### src/rtl/demodulator.sv
// DCSK receive path: delayed-chaos despread, per-bit majority vote, MSB-first deserialiser.
// Optional DEMOD_ERR_CNT_EN adds err_cnt: the number of chips per frame that disagreed with their bit's vote.
module demodulator #(
  parameter int MSG_WIDTH = 8,
  parameter int DELAY     = 2,
  parameter int SPREAD    = 1
) (
  input  logic                 clk,
  input  logic                 rst,
  input  logic                 start,
  input  logic                 rx_bit,
  input  logic                 chaos_bit,
  output logic [MSG_WIDTH-1:0] message,
  output logic                 msg_valid,
  output logic                 busy
`ifdef DEMOD_ERR_CNT_EN
  , output logic [$clog2(MSG_WIDTH*SPREAD+1)-1:0] err_cnt
`endif
);

  localparam int OW = $clog2(SPREAD + 1);
  localparam int CW = (SPREAD > 1) ? $clog2(SPREAD) : 1;
  localparam int BW = $clog2(MSG_WIDTH);
  localparam int SW = MSG_WIDTH - 1;

  localparam logic [CW-1:0] CHIP_LAST = CW'(SPREAD - 1);
  localparam logic [BW-1:0] BIT_LAST  = BW'(MSG_WIDTH - 1);
  localparam logic [OW-1:0] HALF      = OW'(SPREAD / 2);
  localparam logic [OW-1:0] SPREAD_W  = OW'(SPREAD);

  localparam logic [0:0] IDLE    = 1'b0;
  localparam logic [0:0] COLLECT = 1'b1;

  generate
    if ((SPREAD < 1) || (SPREAD % 2 == 0)) begin : g_bad_spread
      $error("demodulator: SPREAD must be odd and >= 1");
    end
    if (MSG_WIDTH < 2) begin : g_bad_width
      $error("demodulator: MSG_WIDTH must be >= 2");
    end
    if (DELAY < 1) begin : g_bad_delay
      $error("demodulator: DELAY must be >= 1");
    end
  endgenerate

  logic [0:0]       state;
  logic [DELAY-1:0] dly;
  logic [OW-1:0]    ones_cnt;
  logic [CW-1:0]    chip_cnt;
  logic [BW-1:0]    bit_cnt;
  logic [SW-1:0]    shreg;

  logic          d;
  logic          frame_done;
  logic          take;
  logic          bit_end;
  logic [OW-1:0] old_ones;
  logic          old_bit;
  logic [OW-1:0] base_ones;
  logic [CW-1:0] base_chip;
  logic [BW-1:0] base_bitc;
  logic [SW-1:0] base_sh;
  logic [OW-1:0] new_ones;
  logic          new_bit;

  // The final chip of a frame closes it with the running counters; a coincident start
  // reuses that same chip as chip 0 of the next frame from zeroed counters.
  always_comb begin
    d          = rx_bit ^ dly[DELAY-1];
    old_ones   = ones_cnt + OW'(d);
    old_bit    = old_ones > HALF;
    frame_done = (state == COLLECT) && (chip_cnt == CHIP_LAST) && (bit_cnt == BIT_LAST);
    take       = start || ((state == COLLECT) && !frame_done);
    base_ones  = start ? '0 : ones_cnt;
    base_chip  = start ? '0 : chip_cnt;
    base_bitc  = start ? '0 : bit_cnt;
    base_sh    = start ? '0 : shreg;
    new_ones   = base_ones + OW'(d);
    new_bit    = new_ones > HALF;
    bit_end    = base_chip == CHIP_LAST;
  end

  assign busy = (state == COLLECT);

  always_ff @(posedge clk) begin
    if (rst) begin
      state     <= IDLE;
      dly       <= '0;
      ones_cnt  <= '0;
      chip_cnt  <= '0;
      bit_cnt   <= '0;
      shreg     <= '0;
      message   <= '0;
      msg_valid <= 1'b0;
    end else begin
      dly       <= DELAY'({dly, chaos_bit});
      msg_valid <= frame_done;
      if (frame_done) message <= {shreg, old_bit};
      if (take) begin
        state <= COLLECT;
        if (bit_end) begin
          shreg    <= SW'({base_sh, new_bit});
          ones_cnt <= '0;
          chip_cnt <= '0;
          bit_cnt  <= base_bitc + BW'(1);
        end else begin
          shreg    <= base_sh;
          ones_cnt <= new_ones;
          chip_cnt <= base_chip + CW'(1);
          bit_cnt  <= base_bitc;
        end
      end else if (frame_done) begin
        state    <= IDLE;
        ones_cnt <= '0;
        chip_cnt <= '0;
        bit_cnt  <= '0;
        shreg    <= '0;
      end
    end
  end

`ifdef DEMOD_ERR_CNT_EN
  localparam int EW = $clog2(MSG_WIDTH*SPREAD + 1);

  logic [EW-1:0] err_acc;
  logic [EW-1:0] base_err;
  logic [OW-1:0] old_dis;
  logic [OW-1:0] new_dis;

  // Minority chips of a bit are exactly its disagreements with the vote.
  always_comb begin
    old_dis  = old_bit ? (SPREAD_W - old_ones) : old_ones;
    new_dis  = new_bit ? (SPREAD_W - new_ones) : new_ones;
    base_err = start ? '0 : err_acc;
  end

  always_ff @(posedge clk) begin
    if (rst) begin
      err_acc <= '0;
      err_cnt <= '0;
    end else begin
      if (frame_done) err_cnt <= err_acc + EW'(old_dis);
      if (take) begin
        err_acc <= bit_end ? (base_err + EW'(new_dis)) : base_err;
      end else if (frame_done) begin
        err_acc <= '0;
      end
    end
  end
`else
  logic unused_spread_w;
  assign unused_spread_w = ^SPREAD_W;
`endif

endmodule
### config.mk
export PLATFORM = sky130hd
export DESIGN_NAME = demodulator
export DESIGN_NICKNAME = d
export VERILOG_FILES = /design/src/rtl/demodulator.sv
export SDC_FILE = /design/constraint.sdc
export NUM_CORES = 1
export LEC_CHECK = 0
export CORE_UTILIZATION = 50
export CTS_CLUSTER_SIZE = 30
export DETAILED_ROUTE_END_ITERATION = 8
export PLACE_DENSITY = 0.72
export SYNTH_ARGS = -nofsm -noshare
export SYNTH_HDL_FRONTEND = slang
export SYNTH_SLANG_ARGS = --single-unit
### constraint.sdc
create_clock -name clk -period 2.09 [get_ports clk]
set_clock_uncertainty 0.1 [all_clocks]
set_input_delay 0.418 -clock clk [delete_from_list [all_inputs] [get_ports clk]]
set_output_delay 0.418 -clock clk [all_outputs]
set_load 0.02 [all_outputs]
Word-level counts from Yosys, hierarchy flattened
Cells that the tools add are included.
Widths: inputs -> output; s select.

word-level totals
  register bits = 24
  input bits = 5
  output and inout port bits = 10
  logic and storage cells = 42

operators by class
  $add $sub $neg = 4
  $lt $le $gt $ge = 2
  equal/unequal tests = 2
  multiplexer cells = 16
  bitwise gates (word level) = 2
  reduce and logical (&&, ||, !) cells = 7

operators by type and width
  cell                 count
  $mux 7               4
  $mux 3               4
  $mux 1               8
  $add 3x1->3 const B  1
  $eq 3x3->1 const B   1
  $logic_and 1x1->1    3
  $ne 3x3->1 const B   1
  $add 1x1->1          2
  $gt 1x1->1 const B   2
  $reduce_and 2->1     1
  $reduce_bool 2->1    1
  $add 1x1->1 const B  1
  $logic_not 1->1      1
  $logic_or 1x1->1     1
  $not 1->1            1
  $xor 1x1->1          1

Logic depth before layout (Yosys ltp)
  depth in word-level cells = 8
  depth in mapped cells = 6
  gate-level depth less buffers = 5

Worst setup path before layout
Ideal clock, no wire load.

  kind = input to register
  from = input port start
  to = register bit_cnt[1]
  library setup time = 0.117 ns
  arrival time = 1.222 ns
  required time = 1.873 ns
  setup slack = 0.651 ns
  cell stages on the path = 4
  path buffers = 1
  cell sequence = clkbuf_1 > nor2b_1 > ha_1 > a22o_1

on the way
  word-level cells in the longest chain between the ends = 4
  elaborated cells between the ends (all ways) = 7
  classes of those cells = add/sub (1); mux (4); reduce/logical (2)

ends and longest elaborated chain
  item                    line  source
  start: declaration      10    input logic start,
  $mux 3                  76    base_bitc = start ? '0 : bit_cnt;
  $add 3x1->3             105   bit_cnt <= base_bitc + BW'(1);
  $mux 3                  101   if (bit_end) begin
  $mux 3                  99    if (take) begin
  end signal: assignment  105
  end signal: assignment  110   bit_cnt <= base_bitc;
  end: declaration        50    logic [BW-1:0] bit_cnt;

Several ways; a longest one is shown, not always the timed one.
A chain may end at the register's enable or synchronous reset.

Final worst setup path
  from = register message[3]
  to = output port message[3]

RTL lines
  item                      line  source
  start: declaration        13    output logic [MSG_WIDTH-1:0] message,
  start signal: assignment  98    if (frame_done) message <= {shreg, old_bit};

No word-level cell between the ends.

==> summary.md <==
| Metric | Value |
|---|---|
| Outcome | `finished with violations` |
| Failing checks | `DRC` |
| WL/cell | `12.9 um` |
| Final Cell Area | `1040 sq um` |
| MaxCap Viol Count | `0` |
| Leakage | `0.379 nW` |
| DRT iter0 DRCs | `9` |
| ANT nets after route | `0` |
| Mapped Area | `866 sq um` |
| Met3 wire length | `46 um` |
| Post-route setup slack | `0.292 ns` |
| Vias | `710` |
| Die ar. | `1900 sq um` |
| Overall power | `0.000725 W` |
| Root buf cell | `clkbuf_4` |
| WL met1 | `805 um` |
| Crit-path slowest cell | `clkdlybuf4s50_1` |
| Setup crit start kind | `flop` |
| Yosys Warn Count | `0` |
| Reg clk slew, reported paths | `0.12 ns` |
| HP Start | `message[1]` |
| Largest net degree at the start of global routing | `20` |
| Pre-CTS setup slack | `0.233 ns` |
| Setup violators final | `0` |
| Arrival @ worst endpoint | `1.28 ns` |
| TNS Setup | `0 ns` |
| Relative slew margins | `75.0%` |
| CTS tree | `built` |
| Fmax achieved | `0.556 GHz` |
| Required time worst endpoint | `1.57 ns` |
| Critical path endpoint category | `output port` |
| Vias in the first global route | `599` |
| Met2 wire len | `762 um` |
| Post-CTS sizing | `0` |
| Worst Setup SP | `message[3]` |
| H-tree levels | `1` |
| Commonest non-fill, non-tap cell in the layout | `dfxtp_1` |
| Slew Viols, Final | `0` |
| Min-Delay Path Class | `reg -> reg` |
| Fill cell count | `147` |
| First-pass GRT wire length | `2770 um` |
| Via/cell ratio | `5.59` |
| Antenna violations before repair | `0` |
| CP max FO | `2` |
| Clk_lat worst skew | `0.31 ns` |
| CTS max path bufs | `2` |
| Avg Inst Size Synth | `9.02 sq um` |
| Final Critical Period | `1.80 ns` |
| Number of remaining DRC errors | `1` |
| Initial Util | `55.5%` |
| Area grow syn2layout | `20.7%` |
| Final WL | `1640 um` |
| Final period util | `86.0%` |
| # diodes | `0` |
| Yosys cell types | `26` |
| Die Y-Extent | `43.6 um` |
| Core area | `1560 sq um` |
| Die span in x | `43.6 um` |
| Synth Register Bits | `22` |
| Hold-fix buffers at CTS | `0` |
| # Post-CTS Setup Buffers | `0` |
| Post-place instance area | `1010 sq um` |
| P per Cell Area | `694 nW/um^2` |
| TritonRoute pass-1 iters | `6` |
| Worst stage delay on the critical path | `0.61 ns` |
| Commonest cells after routing, fill and taps aside | `dfxtp_1, nand2_1, clkdlybuf4s50_1` |
| Mapped Cells | `96` |
| Critical path class | `reg -> out` |
| Grt ovf | `0` |
| Final hold viol count | `0` |
| WP buf/inv | `1` |
| Site Rows | `14` |
| Layout cells sized above 1 | `9.01%` |
| Num CTS Buffers | `3` |
| # IOs | `15` |
| RSZ-0062 raised after global routing | `no` |
| Reg-to-Reg Start | `busy` |
| Total Routing Usage GR | `19.9%` |
| Dpl hpwl | `1150 um` |
| Critical path's top delay family | `buffers and inverters` |
| Hold Slack | `0.361 ns` |
| Layout Nets | `118` |
| Critical Path, Cell by Cell | `clkdlybuf4s50_1` |
| Max layer used | `met4` |
| VDD IR max | `0.000582 V` |
| Last weighted congestion value of the routability-driven placer | `0.766` |
| Clock sink count | `22` |
| Sequential element share of the synthesized area | `50.9%` |
| Buffers on Ports | `14` |
| Slew @ Worst Pin | `0.373 ns` |
| Syn nets | `102` |
-- worst min-delay path, delay by kind of cell, from the launching register on --
kind	cells	cell delay (ns)
AOI/OAI and AO/OA	1	0.05
and+or+nand+nor	1	0.05
DFF	1	0.33
-- logic make-up (layout without fill, tap and decap cells) --
kind of cell / Yosys count / in the layout / synth area share [%]
fa+ha+maj: 1 / 1 / 1.44
xor+xnor: 2 / 2 / 2.02
buf+inv: 7 / 22 / 5.06
compound gates: 20 / 20 / 14.0
simple gates: 44 / 44 / 26.6
flops: 22 / 22 / 50.9
-- flip-flops by register name, summed over array words and instances, names as in the netlist --
register and cells:
message 8, shreg 7, bit_cnt 3, dly 2
busy 1, msg_valid 1
-- power by group --
part | switching, W | leakage [nW] | total [W] | internal (W)
Clock | 0.000129 | 0.0210 | 0.000236 | 0.000107
Sequential | 0.00000862 | 0.179 | 0.000436 | 0.000428
Combinational | 0.0000288 | 0.179 | 0.0000531 | 0.0000242
-- final timing paths --
check / cells after the start / slack [ns] / end
max reg2reg: 4 / 0.64 / message[0]
min: 2 / 0.36 / message[1]
max: 1 / 0.29 / message[3]
min reg2reg: 2 / 0.36 / message[1]
-- synthesized netlist by cell type --
master	count	area (sq um)
nor4_1	1	6.26
a21oi_1	9	45.0
xor2_1	1	8.76
nor2_1	4	15.0
a22o_1	1	8.76
xnor2_1	1	8.76
nand4_1	1	6.26
a31oi_1	6	37.5
ha_1	1	12.5
and4b_1	1	10.0
and4_1	1	8.76
nor3_1	7	35.0
nor2b_1	12	75.1
nor3_2	1	10.0
buf_2	2	10.0
buf_4	2	15.0
nand2_1	14	52.6
clkbuf_1	1	3.75
a21o_1	1	7.51
inv_1	1	3.75
a211oi_2	1	12.5
dfxtp_1	22	440
nand3_1	1	5.00
o21ai_0	2	10.0
nor2_2	1	6.26
buf_6	1	11.3
-- per-layer routing --
layer / up-vias / GRT usage [%]
li1: 359 / -
met1: 337 / 27.7
met2: 11 / 29.9
met3: 3 / 3.75
met4: 0 / 9.38
met5: - / 0
-- area by class of cell --
cell class | instances | area [sq um] | area share, %
multi-input combinational | 67 | 382 | 36.5
clock buffer | 4 | 36.3 | 3.47
inverter | 1 | 3.75 | 0.359
sequential | 22 | 440 | 42.2
timing repair buffer | 17 | 163 | 15.6
tap | 16 | 20.0 | 1.92
-- metrics by stage --
step	util, %	cells
after floorplan	-	96
after global placement	64.7	123
after detailed placement	64.7	123
after CTS	67.0	127
after global routing	67.0	127
final	67.0	127
Note: power is estimated with default switching activity, not from simulation.
